===== config.mk =====
export PLATFORM = sky130hd
export DESIGN_NAME = memory_turn_controller
export DESIGN_NICKNAME = d
export VERILOG_FILES = /design/src/rtl/memory_turn_controller.sv
export SDC_FILE = /design/constraint.sdc
export NUM_CORES = 1
export LEC_CHECK = 0
export BUFFER_PORTS_ARGS = -buffer_cell sky130_fd_sc_hd__clkbuf_2
export CAP_MARGIN = 15
export CORE_MARGIN = 4
export CORE_UTILIZATION = 45
export CTS_CLUSTER_DIAMETER = 120
export DETAILED_ROUTE_END_ITERATION = 8
export GPL_TIMING_DRIVEN = 0
export PLACE_DENSITY = 0.68
export SLEW_MARGIN = 20
export SYNTH_ARGS = -nofsm -noshare
export SYNTH_HDL_FRONTEND = slang
export SYNTH_SLANG_ARGS = --single-unit

===== constraint.sdc =====
create_clock -name clk -period 5.1 [get_ports clk]
set_input_delay 0.765 -clock clk [delete_from_list [all_inputs] [get_ports clk]]
set_output_delay 0.765 -clock clk [all_outputs]
set_load 0.02 [all_outputs]

===== src/rtl/memory_turn_controller.sv =====
// Two-player memory (pairs) game controller: turn sequencing, scoring and winner decode.
// Optional per-turn countdown with timeout enabled by defining TURN_TIMER_EN.
module memory_turn_controller #(
    parameter int TICKS_PER_SEC = 50000000,
    parameter int TURN_SECS     = 15,
    parameter int SHOW_TICKS    = 50000000
) (
    input  logic        clk,
    input  logic        rst_n,
    input  logic        start_btn,
    input  logic        click_e,
    input  logic [3:0]  sel_idx,
    input  logic [47:0] deck_i,
    output logic [15:0] card_faceup_o,
    output logic [15:0] card_removed_o,
    output logic        current_player_o,
    output logic [3:0]  p1_pairs_o,
    output logic [3:0]  p2_pairs_o,
    output logic [3:0]  time_left_o,
    output logic        show_winner_o,
    output logic [1:0]  winner_code_o
);

    typedef enum logic [2:0] {IDLE, PICK1, PICK2, SHOW, CHECK, OVER} state_t;

    localparam logic [3:0] TURN_RELOAD = 4'(TURN_SECS);
    localparam int         SHOW_W      = $clog2(SHOW_TICKS + 1) + 1;
    localparam logic [SHOW_W-1:0] SHOW_LOAD = SHOW_W'(SHOW_TICKS);
    localparam logic [3:0] MAX_PAIRS   = 4'd8;

    state_t             state_q, state_d;
    logic [15:0]        faceup_q, faceup_d;
    logic [15:0]        removed_q, removed_d;
    logic               player_q, player_d;
    logic [3:0]         p1_q, p1_d;
    logic [3:0]         p2_q, p2_d;
    logic [3:0]         idx1_q, idx1_d;
    logic [3:0]         idx2_q, idx2_d;
    logic [SHOW_W-1:0]  show_cnt_q, show_cnt_d;
    logic [3:0]         time_left_q, time_left_d;

    logic [2:0] sym [16];
    logic       click_ok;
    logic       picking;
    logic       timeout;
    logic       wrap;
    logic       reload;
    logic [4:0] pair_sum;

    genvar gi;
    generate
        for (gi = 0; gi < 16; gi++) begin : g_sym
            assign sym[gi] = deck_i[3*gi +: 3];
        end
    endgenerate

    assign click_ok = click_e && !faceup_q[sel_idx] && !removed_q[sel_idx];
    assign picking  = (state_q == PICK1) || (state_q == PICK2);

`ifdef TURN_TIMER_EN
    localparam int PRESC_W = $clog2(TICKS_PER_SEC + 1) + 1;
    localparam logic [PRESC_W-1:0] PRESC_MAX = PRESC_W'(TICKS_PER_SEC - 1);

    logic [PRESC_W-1:0] presc_q, presc_d;

    assign wrap    = picking && (presc_q == PRESC_MAX);
    assign timeout = wrap && (time_left_q == 4'd1);

    always_comb begin
        presc_d = presc_q;
        if (reload || wrap) begin
            presc_d = '0;
        end else if (picking) begin
            presc_d = presc_q + 1'b1;
        end
    end

    always_ff @(posedge clk or negedge rst_n) begin
        if (!rst_n) begin
            presc_q <= '0;
        end else begin
            presc_q <= presc_d;
        end
    end
`else
    assign wrap    = 1'b0;
    assign timeout = 1'b0;
`endif

    always_comb begin
        state_d     = state_q;
        faceup_d    = faceup_q;
        removed_d   = removed_q;
        player_d    = player_q;
        p1_d        = p1_q;
        p2_d        = p2_q;
        idx1_d      = idx1_q;
        idx2_d      = idx2_q;
        show_cnt_d  = show_cnt_q;
        reload      = 1'b0;
        pair_sum    = '0;

        case (state_q)
            IDLE, OVER: begin
                if (start_btn) begin
                    state_d    = PICK1;
                    faceup_d   = '0;
                    removed_d  = '0;
                    player_d   = 1'b0;
                    p1_d       = '0;
                    p2_d       = '0;
                    show_cnt_d = '0;
                    reload     = 1'b1;
                end
            end
            PICK1, PICK2: begin
                // A timeout takes priority over any click in the same cycle.
                if (timeout) begin
                    state_d  = PICK1;
                    faceup_d = '0;
                    player_d = ~player_q;
                    reload   = 1'b1;
                end else if (click_ok) begin
                    faceup_d[sel_idx] = 1'b1;
                    if (state_q == PICK1) begin
                        idx1_d  = sel_idx;
                        state_d = PICK2;
                    end else begin
                        idx2_d     = sel_idx;
                        show_cnt_d = SHOW_LOAD;
                        state_d    = SHOW;
                    end
                end
            end
            SHOW: begin
                if (show_cnt_q <= SHOW_W'(1)) begin
                    state_d = CHECK;
                end else begin
                    show_cnt_d = show_cnt_q - 1'b1;
                end
            end
            CHECK: begin
                faceup_d[idx1_q] = 1'b0;
                faceup_d[idx2_q] = 1'b0;
                reload           = 1'b1;
                if (sym[idx1_q] == sym[idx2_q]) begin
                    removed_d[idx1_q] = 1'b1;
                    removed_d[idx2_q] = 1'b1;
                    if (!player_q) begin
                        p1_d = (p1_q >= MAX_PAIRS) ? MAX_PAIRS : p1_q + 4'd1;
                    end else begin
                        p2_d = (p2_q >= MAX_PAIRS) ? MAX_PAIRS : p2_q + 4'd1;
                    end
                end else begin
                    player_d = ~player_q;
                end
                pair_sum = {1'b0, p1_d} + {1'b0, p2_d};
                state_d  = (pair_sum >= 5'd8) ? OVER : PICK1;
            end
            default: state_d = IDLE;
        endcase
    end

    // Without the timer a decrement never happens, so the register just holds the reload value.
    always_comb begin
        time_left_d = time_left_q;
        if (reload) begin
            time_left_d = TURN_RELOAD;
        end else if (wrap) begin
            time_left_d = time_left_q - 4'd1;
        end
    end

    always_ff @(posedge clk or negedge rst_n) begin
        if (!rst_n) begin
            state_q     <= IDLE;
            faceup_q    <= '0;
            removed_q   <= '0;
            player_q    <= 1'b0;
            p1_q        <= '0;
            p2_q        <= '0;
            idx1_q      <= '0;
            idx2_q      <= '0;
            show_cnt_q  <= '0;
            time_left_q <= TURN_RELOAD;
        end else begin
            state_q     <= state_d;
            faceup_q    <= faceup_d;
            removed_q   <= removed_d;
            player_q    <= player_d;
            p1_q        <= p1_d;
            p2_q        <= p2_d;
            idx1_q      <= idx1_d;
            idx2_q      <= idx2_d;
            show_cnt_q  <= show_cnt_d;
            time_left_q <= time_left_d;
        end
    end

    always_comb begin
        winner_code_o = 2'd0;
        if (state_q == OVER) begin
            if (p1_q > p2_q) begin
                winner_code_o = 2'd1;
            end else if (p2_q > p1_q) begin
                winner_code_o = 2'd2;
            end else begin
                winner_code_o = 2'd3;
            end
        end
    end

    assign show_winner_o    = (state_q == OVER);
    assign card_faceup_o    = faceup_q;
    assign card_removed_o   = removed_q;
    assign current_player_o = player_q;
    assign p1_pairs_o       = p1_q;
    assign p2_pairs_o       = p2_q;
    assign time_left_o      = time_left_q;

endmodule

==> summary.txt, run 1 <==
Route
  – Post-DRT Antenna Nets: 0
  – Average wire per standard cell: 18.94 µm
  – Pre-Repair DR Iteration Count: 5
  – DRT iter0 DRCs: 553
  – DRC viols: 0
  – DR vias: 5174
  – Post-Route WL: 16.08 mm
  – Vias per cell: 6.094

Yosys
  – Synth Instances: 589
  – Cell taking the most area after synthesis: dfrtp_1
  – Ys async rst share: 100.0%
  – Count of cell types in the netlist: 63
  – Flops & latches, synth: 79
  – Ys flop type: dfrtp_1
  – Yosys warnings: 0
  – Post-synth top cells: dfrtp_1 (79), o21ai_0 (68), nor2_1 (60), nand2_1 (43), a21oi_1 (42)
  – Synth area leaders: dfrtp_1 (36%), mux4_2 (11%), o21ai_0 (6.3%)
  – EDFF count, synth: 0
  – Post-Syn Area: 5423 µm²
  – Most numerous cell in the Yosys netlist: dfrtp_1
  – Sequential share of the synthesized area: 36.46%
  – Avg Inst Size Synth: 9.207 µm²
  – Yosys top cell area share: 36.46%

STA
  – PnR worst setup slack: 1.238 ns
  – Worst clock skew: 0.008868 ns
  – Slew @ Worst Pin: 0.7989 ns
  – Endpoints failing hold: 0
  – Fin crit share: 75.73%
  – Max-slew violation count: 0
  – Headroom to the max-slew limit: 46.63%
  – TNS Setup: 0 ns
  – # setup viols final: 0
  – Peak Freq: 258.9 MHz
  – RSZ-0062 raised after global routing: no
  – Post-route minimum period: 3.862 ns

Global route
  – First-pass GRT wire length: 26.20 mm
  – Total track usage: 23.34%
  – Initial antenna violation count: 0
  – Global route overflow: 0
  – Largest net degree at the start of global routing: 51
  – Vias in the first global route: 5125

Clock network
  – Post-CTS setup buffer count: 0
  – Clock transition at the registers of the reported paths: 0.06 ns
  – Hold buffers post-CTS: 0
  – PostCTS Resize Cnt: 0
  – CTS sink count: 79
  – Clk root buf: clkbuf_16
  – CTS H-tree depth: 3
  – TritonCTS clock tree: built
  – Skew-Pair Late Insertion Delay: 0.34 ns
  – Longest Clk Path Bufs: 2
  – CTS Buf Count: 9

Pwr
  – Pleak: 2.777 nW
  – Pwr per Cell Area: 491.4 nW/µm²
  – Worst vdd ir: 0.0003225 V

Critical path
  – Top delay family on crit path: buffers and inverters
  – Worst Path Required: 5.36 ns
  – Most used cell, CP: nand2_1
  – Crit-path cells: clkbuf_1 > buf_2 > mux4_2 > a22oi_1 > nand2_1 > xor2_1 > nor4_2 > buf_4 > o21ai_0 > ha_1 > inv_1 > fa_1 > nand2_1 > mux2i_1 > a22o_1 > o22ai_1
  – Crit path buffers/inverters: 4
  – CP peak stage delay: 0.61 ns
  – Crit-path max FO: 10
  – CP Launch Type: flop
  – CP max-delay cell: xor2_1
  – WS Path Type: flop to flop
  – CP arrival: 4.12 ns
  – CP endpoint kind: flop

Cells and area
  – Final non-filler cell total: 849
  – Final core utilization: 55.37%
  – # diodes: 0
  – NumNets Final: 772
  – Fraction of layout cells with a size suffix above 1: 25.21%
  – Fillers: 1046
  – Finished layout cell area: 6430 µm²
  – Layout area overhead: 18.57%

Placement
  – Port buffer count: 97
  – Placer Congestion: 0.9040
  – Worst slack, placed: 1.171 ns
  – Dpl cells: 833
  – Dpl cell area: 6121 µm²
  – Final HPWL DP: 11.86 mm

Die
  – Row cnt: 39
  – Initial core utilization: 46.69%
  – Die width: 117.8 µm
  – # IOs: 104
  – Die area: 13870 µm²
  – Die Ht: 117.8 µm
  – Placeable Area: 11610 µm²

Worst hold path
  – Worst hold path type: primary input to async pin

Flow run
  – Total of max-cap violations: 0

Outcome
  – Status: finished, final reports clean
==> registers in the layout, indices dropped and copies added, names as in the netlist <==
register	flops
card_faceup_o	16
show_cnt_q	27
p2_pairs_o	4
idx1_q	4
state_q	3
idx2_q	4
p1_pairs_o	4
card_removed_o	16
current_player_o	1
==> cell type report <==
cell class	count	area, µm²	area share [%]
multi-input combinational	452	3177	49.41
sequential	79	1977	30.75
timing repair buffer	98	508.0	7.900
clock buffer	11	252.7	3.931
buffer	42	209.0	3.250
tap	143	178.9	2.783
inverter	19	71.32	1.109
clock inverter	5	56.30	0.8757
==> cells in the final DEF, fill, tap and decap left out, types with 7 or more instances in the layout <==
cell,instances
clkbuf_1,25
nor3_1,18
nand3_1,10
or3_1,17
a21oi_1,42
clkbuf_16,9
ha_1,14
a22o_1,7
o21ai_0,68
nor2b_1,14
mux4_2,26
buf_2,8
inv_1,19
nand2b_1,7
a32o_1,8
nand2_1,43
mux2_2,8
o22ai_1,7
dfrtp_1,79
clkbuf_2,96
nor2_1,60
a22oi_1,17
==> cell families (layout without fill, tap and decap cells) <==
logic type	count (synthesis)	count (layout)	share of synthesized area, %
buf+inv	61	175	5.168
compound gates	185	185	21.27
flops	79	79	36.46
simple gates	208	208	19.96
other cells	1	4	0.06915
mux	36	36	12.83
xor+xnor	4	4	0.6462
fa+ha+maj	15	15	3.599
==> routing by layer <==
| layer | share of wire (%) | vias up | global-route usage [%] |
|---|---|---|---|
| li1 | - | 2401 | - |
| met1 | 44 | 2506 | 31.29 |
| met2 | 46 | 237 | 36.62 |
| met3 | 7.5 | 30 | 5.670 |
| met4 | 2.5 | 0 | 9.011 |
| met5 | 0 | - | 0 |
==> final timing paths <==
path / start / end / slack [ns] / cells after the start
setup / recovery: idx2_q[1]$_DFFE_PN0P_ / state_q[2]$_DFFE_PN0P_ / 1.24 / 16
hold / removal: rst_n / p2_pairs_o[1]$_DFFE_PN0P_ / 0.49 / 1
setup reg to reg: idx2_q[1]$_DFFE_PN0P_ / state_q[2]$_DFFE_PN0P_ / 1.24 / 16
hold reg to reg: card_removed_o[9]$_DFFE_PN0P_ / card_removed_o[9]$_DFFE_PN0P_ / 0.52 / 2
max in group asynchronous: rst_n / show_cnt_q[19]$_DFFE_PN0P_ / 3.97 / 2
min in group clk: card_removed_o[9]$_DFFE_PN0P_ / card_removed_o[9]$_DFFE_PN0P_ / 0.52 / 2
==> report_power, final <==
part           switching (mW)  internal, mW
Combinational           0.906         0.610
Sequential              0.176         0.805
Clock                   0.259         0.405
==> through the flow <==
stage	hold WS [ns]	power, mW
2_1_floorplan	0.4609	2.078
3_3_place_gp	0.4890	2.431
3_5_place_dp	0.4989	2.485
4_1_cts	0.5123	3.155
5_1_grt	0.5492	3.364
6_report	0.4916	3.160
(Power assumes the default switching activity.)
==> run 2: changes to the inputs <==
--- a/config.mk
+++ b/config.mk
@@ -5,6 +5,7 @@
 export SDC_FILE = /design/constraint.sdc
 export NUM_CORES = 1
 export LEC_CHECK = 0
+export ABC_AREA = 1
 export BUFFER_PORTS_ARGS = -buffer_cell sky130_fd_sc_hd__clkbuf_2
 export CAP_MARGIN = 15
 export CORE_MARGIN = 4
@@ -12,7 +13,7 @@
 export CTS_CLUSTER_DIAMETER = 120
 export DETAILED_ROUTE_END_ITERATION = 8
 export GPL_TIMING_DRIVEN = 0
-export PLACE_DENSITY = 0.68
+export PLACE_DENSITY = 0.69
 export SLEW_MARGIN = 20
 export SYNTH_ARGS = -nofsm -noshare
 export SYNTH_HDL_FRONTEND = slang
==> constraint.sdc (replaced) <==
create_clock -name clk -period 3.1 [get_ports clk]
set_input_delay 0.465 -clock clk [delete_from_list [all_inputs] [get_ports clk]]
set_output_delay 0.465 -clock clk [all_outputs]
set_load 0.02 [all_outputs]
==> summary.txt, run 2 <==
STA
  – Post-route minimum period: 3.025 ns (-0.8370 ns)
  – Peak Freq: 330.5 MHz (+28%)
  – RSZ-0062 raised after global routing: yes
  – Slew @ Worst Pin: 0.7972 ns (-0.001693 ns)
  – Worst clock skew: 0.008075 ns (-0.0007930 ns)
  – Fin crit share: 97.59% (+22 points)
  – Headroom to the max-slew limit: 46.66% (about the same)
  – Max-slew violation count: 0 (unchanged)
  – # setup viols final: 0 (unchanged)
  – Endpoints failing hold: 0 (unchanged)

Yosys
  – Post-Syn Area: 6877 µm² (+27%)
  – Ys flop type: dfrtp_1
  – Most numerous cell in the Yosys netlist: nand2_1
  – EDFF count, synth: 0 (unchanged)
  – Cell taking the most area after synthesis: dfrtp_1
  – Ys async rst share: 100.0% (unchanged)
  – Post-synth top cells: nand2_1 (501), nor2_1 (131), inv_1 (98), dfrtp_1 (79), nand4_1 (61)
  – Avg Inst Size Synth: 6.048 µm² (-34%)
  – Yosys warnings: 0 (unchanged)
  – Synth Instances: 1137 (+93%)
  – Flops & latches, synth: 79 (unchanged)
  – Count of cell types in the netlist: 42 (-33%)
  – Yosys top cell area share: 28.75% (-7.7 points)
  – Sequential share of the synthesized area: 28.75% (-7.7 points)
  – Synth area leaders: dfrtp_1 (29%), nand2_1 (27%), nor2_1 (7.2%)

Clock network
  – Clock transition at the registers of the reported paths: 0.07 ns (about the same)
  – CTS sink count: 79 (unchanged)
  – Skew-Pair Late Insertion Delay: 0.35 ns (about the same)
  – CTS H-tree depth: 3 (unchanged)
  – Hold buffers post-CTS: 0 (unchanged)
  – Clk root buf: clkbuf_16
  – CTS Buf Count: 9 (unchanged)
  – TritonCTS clock tree: built
  – Longest Clk Path Bufs: 2 (unchanged)

Global route
  – Grt peak-use layer: met2
  – First-pass GRT wire length: 37.72 mm (+44%)
  – Global route overflow: 0 (unchanged)
  – GRT met2 Usage: 43.98% (+7.4 points)
  – Total track usage: 26.27% (+2.9 points)
  – GR Layer Usage met3: 4.472% (-1.2 points)
  – Vias in the first global route: 7295 (+42%)
  – Largest net degree at the start of global routing: 45 (-12%)
  – Initial antenna violation count: 0 (unchanged)
  – Met1 GRT Util: 35.11% (+3.8 points)

Critical path
  – CP endpoint kind: flop
  – Worst Path Required: 3.39 ns (-1.97 ns)
  – CP Launch Type: flop
  – R2R cell count: 26 (+10)
  – WS Path Type: flop to flop
  – CP arrival: 3.32 ns (-0.80 ns)
  – Crit-path max FO: 6 (-4)

Die
  – Initial core utilization: 46.61% (-0.085 points)
  – Die Ht: 131.6 µm (+12%)
  – Die width: 131.6 µm (+12%)
  – Die area: 17320 µm² (+25%)
  – Placeable Area: 14750 µm² (+27%)
  – # IOs: 104 (unchanged)
  – Row cnt: 44 (+13%)

Cells and area
  – Layout area overhead: 20.25%
  – # diodes: 0 (unchanged)
  – Most frequent cells in the layout: nand2_1 (492), nor2_1 (131), clkbuf_2 (98)
  – Fraction of layout cells with a size suffix above 1: 17.25% (-8.0 points)
  – Finished layout cell area: 8269 µm² (+29%)
  – NumNets Final: 1341 (+74%)
  – Final non-filler cell total: 1459 (+72%)
  – Most common cell after layout, fill and taps aside: nand2_1
  – Max FFs per register: 27 (unchanged)
  – Final core utilization: 56.05% (+0.68 points)
  – Biggest register: show_cnt_q

Route
  – Vias per cell: 5.341 (-12%)
  – Post-Route WL: 22.90 mm (+42%)
  – DR vias: 7793 (+51%)
  – DRC viols: 0 (unchanged)
  – DRT iter0 DRCs: 841 (+52%)
  – Pre-Repair DR Iteration Count: 5 (unchanged)
  – Average wire per standard cell: 15.70 µm (-17%)
  – Post-DRT Antenna Nets: 0 (unchanged)

Placement
  – Dpl cells: 1424 (+71%)
  – Placer Congestion: 1.012 (+12%)
  – Dpl cell area: 7636 µm² (+25%)
  – Final HPWL DP: 17.15 mm (+45%)
  – Port buffer count: 99 (+2.1%)

Pwr
  – Overall power: 9.060 mW (+190%)
  – Worst vdd ir: 0.0006306 V (+96%)
  – Pleak: 4.656 nW (+68%)
  – Pwr per Cell Area: 1096 nW/µm² (+120%)

Flow run
  – Total of max-cap violations: 0 (unchanged)

Outcome
  – Status: finished, final reports clean

Worst hold path
  – Worst hold path type: primary input to async pin
[run 2: cell families (layout without fill, tap and decap cells)]
group	Yosys count	after routing	share of synthesized area, %
AOI/OAI and AO/OA	120	120	10.90
xor gates and xnor gates	16	16	2.038
adders and majority gates	15	15	2.838
buffers and inverters	152	287	9.679
DFF	79	79	28.75
other	1	4	0.05453
and+or+nand+nor	754	754	45.74
[run 2: repair_timing]
item | CTS | global route
buffers inserted | 13 | 2
pin swaps | 4 | 13
cloned | 5 | 0
resized for setup | 44 | 21
endpoints found under the setup margin | 1 | 1
[run 2: worst paths after layout]
check / from / end / slack (ns)
setup / recovery: idx1_q[0]$_DFFE_PN0P_ / state_q[2]$_DFFE_PN0P_ / 0.07
hold / removal: rst_n / p2_pairs_o[1]$_DFFE_PN0P_ / 0.16
setup reg to reg: idx1_q[0]$_DFFE_PN0P_ / state_q[2]$_DFFE_PN0P_ / 0.07
hold reg to reg: show_cnt_q[1]$_DFFE_PN0P_ / show_cnt_q[1]$_DFFE_PN0P_ / 0.52
max in group asynchronous: rst_n / idx1_q[0]$_DFFE_PN0P_ / 2.31
min in group clk: sel_idx[0] / idx1_q[0]$_DFFE_PN0P_ / 0.42
[run 2: critical path, cell delays in order (launching register included)]
cell and delay [ns]:
dfrtp_2 0.48, inv_4 0.12, buf_6 0.13, nand2_1 0.05, nand2_1 0.06, nand2_1 0.05
nand2_1 0.07, nand2_1 0.06, nand2_2 0.09, inv_1 0.04, nand2_1 0.04, nand2_1 0.05
nand2_2 0.12, inv_4 0.06, buf_12 0.13, nand4_1 0.08, nand2_1 0.09, inv_2 0.07
ha_4 0.13, inv_2 0.04, fa_2 0.33, a211o_1 0.27, nand3_2 0.08, nand2_2 0.07
nand2_1 0.08, nand4_1 0.08, nand2_1 0.08
[run 2: per-layer routing]
| metal | vias up | share of wire (%) |
|---|---|---|
| met4 | 0 | 2.2 |
| met5 | - | 0 |
| met1 | 3517 | 43 |
| li1 | 3918 | - |
| met2 | 312 | 47 |
| met3 | 46 | 7.5 |
[run 2: final cells by class]
cell class / count / area (µm²)
inverter: 105 / 406.6
sequential: 79 / 1979
timing repair buffer: 120 / 721.9
buffer: 46 / 342.8
clock buffer: 9 / 225.2
multi-input combinational: 909 / 4299
clock inverter: 7 / 63.81
fill: 1533 / 6485
tap: 184 / 230.2
[run 2: through the flow]
step | setup TNS (ns) | setup slack (ns) | hold slack (ns)
floorplan | 0 | 0.2676 | 0.1694
finish | 0 | 0.07469 | 0.1552
global route | -0.1447 | -0.1447 | 0.2115
detailed placement | -0.3840 | -0.3840 | 0.5059
global placement | -0.3930 | -0.3930 | 0.4993
CTS | 0 | 0.007511 | 0.1732
[run 2: power by group]
| part | switching (mW) | total (mW) | internal [mW] | leakage, nW |
|---|---|---|---|---|
| Combinational | 4.04 | 6.26 | 2.23 | 3.46 |
| Sequential | 0.417 | 1.75 | 1.33 | 1.06 |
| Clock | 0.487 | 1.05 | 0.562 | 0.137 |
| Total | 4.94 | 9.06 | 4.12 | 4.66 |
==> run 3: changes to the inputs <==
==> constraint.sdc (replaced) <==
create_clock -name clk -period 2.7 [get_ports clk]
set_input_delay 0.405 -clock clk [delete_from_list [all_inputs] [get_ports clk]]
set_output_delay 0.405 -clock clk [all_outputs]
set_load 0.02 [all_outputs]
==> summary.txt, run 3 (same netlist as run 2, synthesis figures left out) <==
Global route
  – GR Layer Usage met3: 4.969% (+0.50 points)
  – GRT met2 Usage: 43.15% (-0.83 points)
  – Met1 GRT Util: 33.47% (-1.6 points)
  – Grt peak-use layer: met2
  – Vias in the first global route: 7281 (-0.19%)
  – First-pass GRT wire length: 36.83 mm (-2.4%)
  – Global route overflow: 0 (unchanged)
  – Initial antenna violation count: 0 (unchanged)
  – Largest net degree at the start of global routing: 80 (+78%)
  – Total track usage: 25.67% (-0.60 points)

Die
  – Placeable Area: 14750 µm² (unchanged)
  – Die area: 17320 µm² (unchanged)
  – # IOs: 104 (unchanged)
  – Die width: 131.6 µm (unchanged)
  – Row cnt: 44 (unchanged)
  – Die Ht: 131.6 µm (unchanged)
  – Initial core utilization: 46.61% (unchanged)

STA
  – Worst clock skew: 0.008831 ns (+0.0007553 ns)
  – Peak Freq: 333.8 MHz (+0.98%)
  – Slew @ Worst Pin: 0.8427 ns (+0.04554 ns)
  – Post-route minimum period: 2.996 ns (-0.02946 ns)
  – Endpoints failing hold: 0 (unchanged)
  – RSZ-0062 raised after global routing: yes
  – PnR worst setup slack: -0.2958 ns (-0.3705 ns)
  – # setup viols final: 1 (+1)
  – Headroom to the max-slew limit: 43.61% (-3.0 points)
  – Max-slew violation count: 0 (unchanged)
  – Fin crit share: 111.0% (+13 points)

Clock network
  – Clk root buf: clkbuf_16
  – Clock transition at the registers of the reported paths: 0.07 ns (about the same)
  – CTS sink count: 79 (unchanged)
  – CTS H-tree depth: 3 (unchanged)
  – TritonCTS clock tree: built
  – CTS Buf Count: 9 (unchanged)
  – Skew-Pair Late Insertion Delay: 0.35 ns (about the same)
  – Hold buffers post-CTS: 0 (unchanged)
  – Longest Clk Path Bufs: 2 (unchanged)

Critical path
  – Crit-path max FO: 6 (unchanged)
  – CP arrival: 3.29 ns (-0.03 ns)
  – WS Path Type: flop to flop
  – Worst Path Required: 2.99 ns (-0.40 ns)
  – R2R cell count: 26 (unchanged)
  – CP Launch Type: flop
  – CP endpoint kind: flop

Cells and area
  – Fraction of layout cells with a size suffix above 1: 18.15% (+0.89 points)
  – Final non-filler cell total: 1457 (-0.14%)
  – NumNets Final: 1339 (-0.15%)
  – Most frequent cells in the layout: nand2_1 (483), nor2_1 (130), clkbuf_2 (98)
  – Finished layout cell area: 8329 µm² (+0.73%)
  – Max FFs per register: 27 (unchanged)
  – Layout area overhead: 21.12%
  – Biggest register: show_cnt_q
  – Most common cell after layout, fill and taps aside: nand2_1
  – # diodes: 0 (unchanged)

Route
  – DRT iter0 DRCs: 712 (-15%)
  – DRC viols: 0 (unchanged)
  – Post-Route WL: 22.76 mm (-0.61%)
  – Average wire per standard cell: 15.62 µm (-0.47%)
  – Vias per cell: 5.400 (+1.1%)
  – Post-DRT Antenna Nets: 0 (unchanged)
  – DR vias: 7868 (+0.96%)
  – Pre-Repair DR Iteration Count: 6 (+1)

Pwr
  – Flop pwr share: 18.5% (-0.8 points)
  – Sw frac: 54.03% (-0.51 points)
  – Worst vdd ir: 0.0007379 V (+17%)
  – Clock power frac: 11.9% (+0.3 points)
  – Pwr per Cell Area: 1276 nW/µm² (+16%)
  – Cell Int Power: 4.884 mW (+19%)
  – Gate power share: 69.6% (+0.5 points)
  – Psw: 5.741 mW (+16%)
  – Pleak: 4.662 nW (+0.14%)

Flow run
  – Total of max-cap violations: 0 (unchanged)

Outcome
  – Failing checks: setup timing
  – Status: finished with violations

Placement
  – Placer Congestion: 0.9364 (-7.4%)
  – Final HPWL DP: 17.06 mm (-0.53%)
  – Dpl cells: 1423 (-0.070%)
  – Port buffer count: 99 (unchanged)
  – Dpl cell area: 7684 µm² (+0.62%)

Worst hold path
  – Worst hold path type: primary input to async pin
-- run 3: cell count changes in the layout (fill, tap and decap cells not counted), moves of 3 or more --
cell,previous run,this run
nand2_1,492,483
inv_2,8,13
buf_8,1,4
inv_4,3,0
buf_12,3,0
clkinv_4,1,4
inv_1,92,89
nand2_2,11,20
buf_6,17,14
-- run 3: cell type report --
cell class / count / area, µm²
plain buffers: 46 / 344.1
repair buffers: 118 / 703.2
flip-flops and latches: 79 / 1977
multi-input cells: 909 / 4357
well taps: 184 / 230.2
inverters: 105 / 411.6
clock buffers: 9 / 225.2
clock inverters: 7 / 81.33
fillers: 1523 / 6425
-- run 3: final timing paths --
check	end	startpoint	slack (ns)
min in group clk	idx1_q[1]$_DFFE_PN0P_	sel_idx[1]	0.37
worst max register to register	state_q[2]$_DFFE_PN0P_	idx1_q[0]$_DFFE_PN0P_	-0.30
max in group asynchronous	show_cnt_q[25]$_DFFE_PN0P_	rst_n	2.16
worst min-delay path	card_removed_o[13]$_DFFE_PN0P_	rst_n	0.09
worst min register to register	show_cnt_q[1]$_DFFE_PN0P_	show_cnt_q[1]$_DFFE_PN0P_	0.51
worst max-delay path	state_q[2]$_DFFE_PN0P_	idx1_q[0]$_DFFE_PN0P_	-0.30
-- run 3: routing by layer --
metal,share of wire [%],up-vias
met5,0,-
met3,7.7,45
met1,43,3577
met4,2.2,0
met2,48,324
li1,-,3922
-- run 3: power groups by stage --
stage / Sequential [mW] / Clock, mW / Combinational (mW)
after floorplan: 2.01 / 0 / 4.52
after global placement: 1.96 / 0 / 6.20
after detailed placement: 1.97 / 0 / 6.27
after CTS: 1.95 / 1.29 / 6.96
after global routing: 2.02 / 1.34 / 8.16
final: 1.96 / 1.26 / 7.40
-- run 3: worst max-delay path, cell delays in order (launching register included) --
cell and delay (ns):
dfrtp_1 0.34, buf_6 0.15, clkinv_8 0.09, clkbuf_16 0.16, nand2_2 0.04, nand2_1 0.05
nand2_1 0.06, nand2_1 0.05, nand2_1 0.07, nand2_1 0.07, nor2_1 0.10, nand2_1 0.07
nand2_2 0.11, clkinv_4 0.10, nand3_4 0.13, buf_6 0.11, nand2_1 0.08, nand2_2 0.12
inv_2 0.06, ha_4 0.25, a21oi_2 0.05, a211o_1 0.26, nand3_1 0.08, nand2_2 0.07
nand2_1 0.08, nand4_1 0.08, nand2_1 0.08
-- run 3: metrics by stage --
step                      total power [mW]  hold WS [ns]  setup TNS, ns  setup WS, ns  utilization [%]
final                                10.63       0.09482        -0.2958       -0.2958            56.45
after global routing                 11.52        0.1449        -0.4818       -0.4818            56.45
after CTS                            10.20        0.1109        -0.2700       -0.2700            55.66
after detailed placement             8.238        0.4898        -0.5133       -0.5133            52.08
after global placement               8.162        0.4978        -0.5151       -0.5151            52.02
after floorplan                      6.533        0.1094              0     0.0002287                -
-- run 3: timing repair --
| item | 4_1_cts | 5_1_grt |
|---|---|---|
| gates resized for setup | 33 | 27 |
| pin swaps | 16 | 20 |
| cloned | 2 | 1 |
| buffers inserted | 12 | 5 |
| setup endpoints to repair | 1 | 1 |
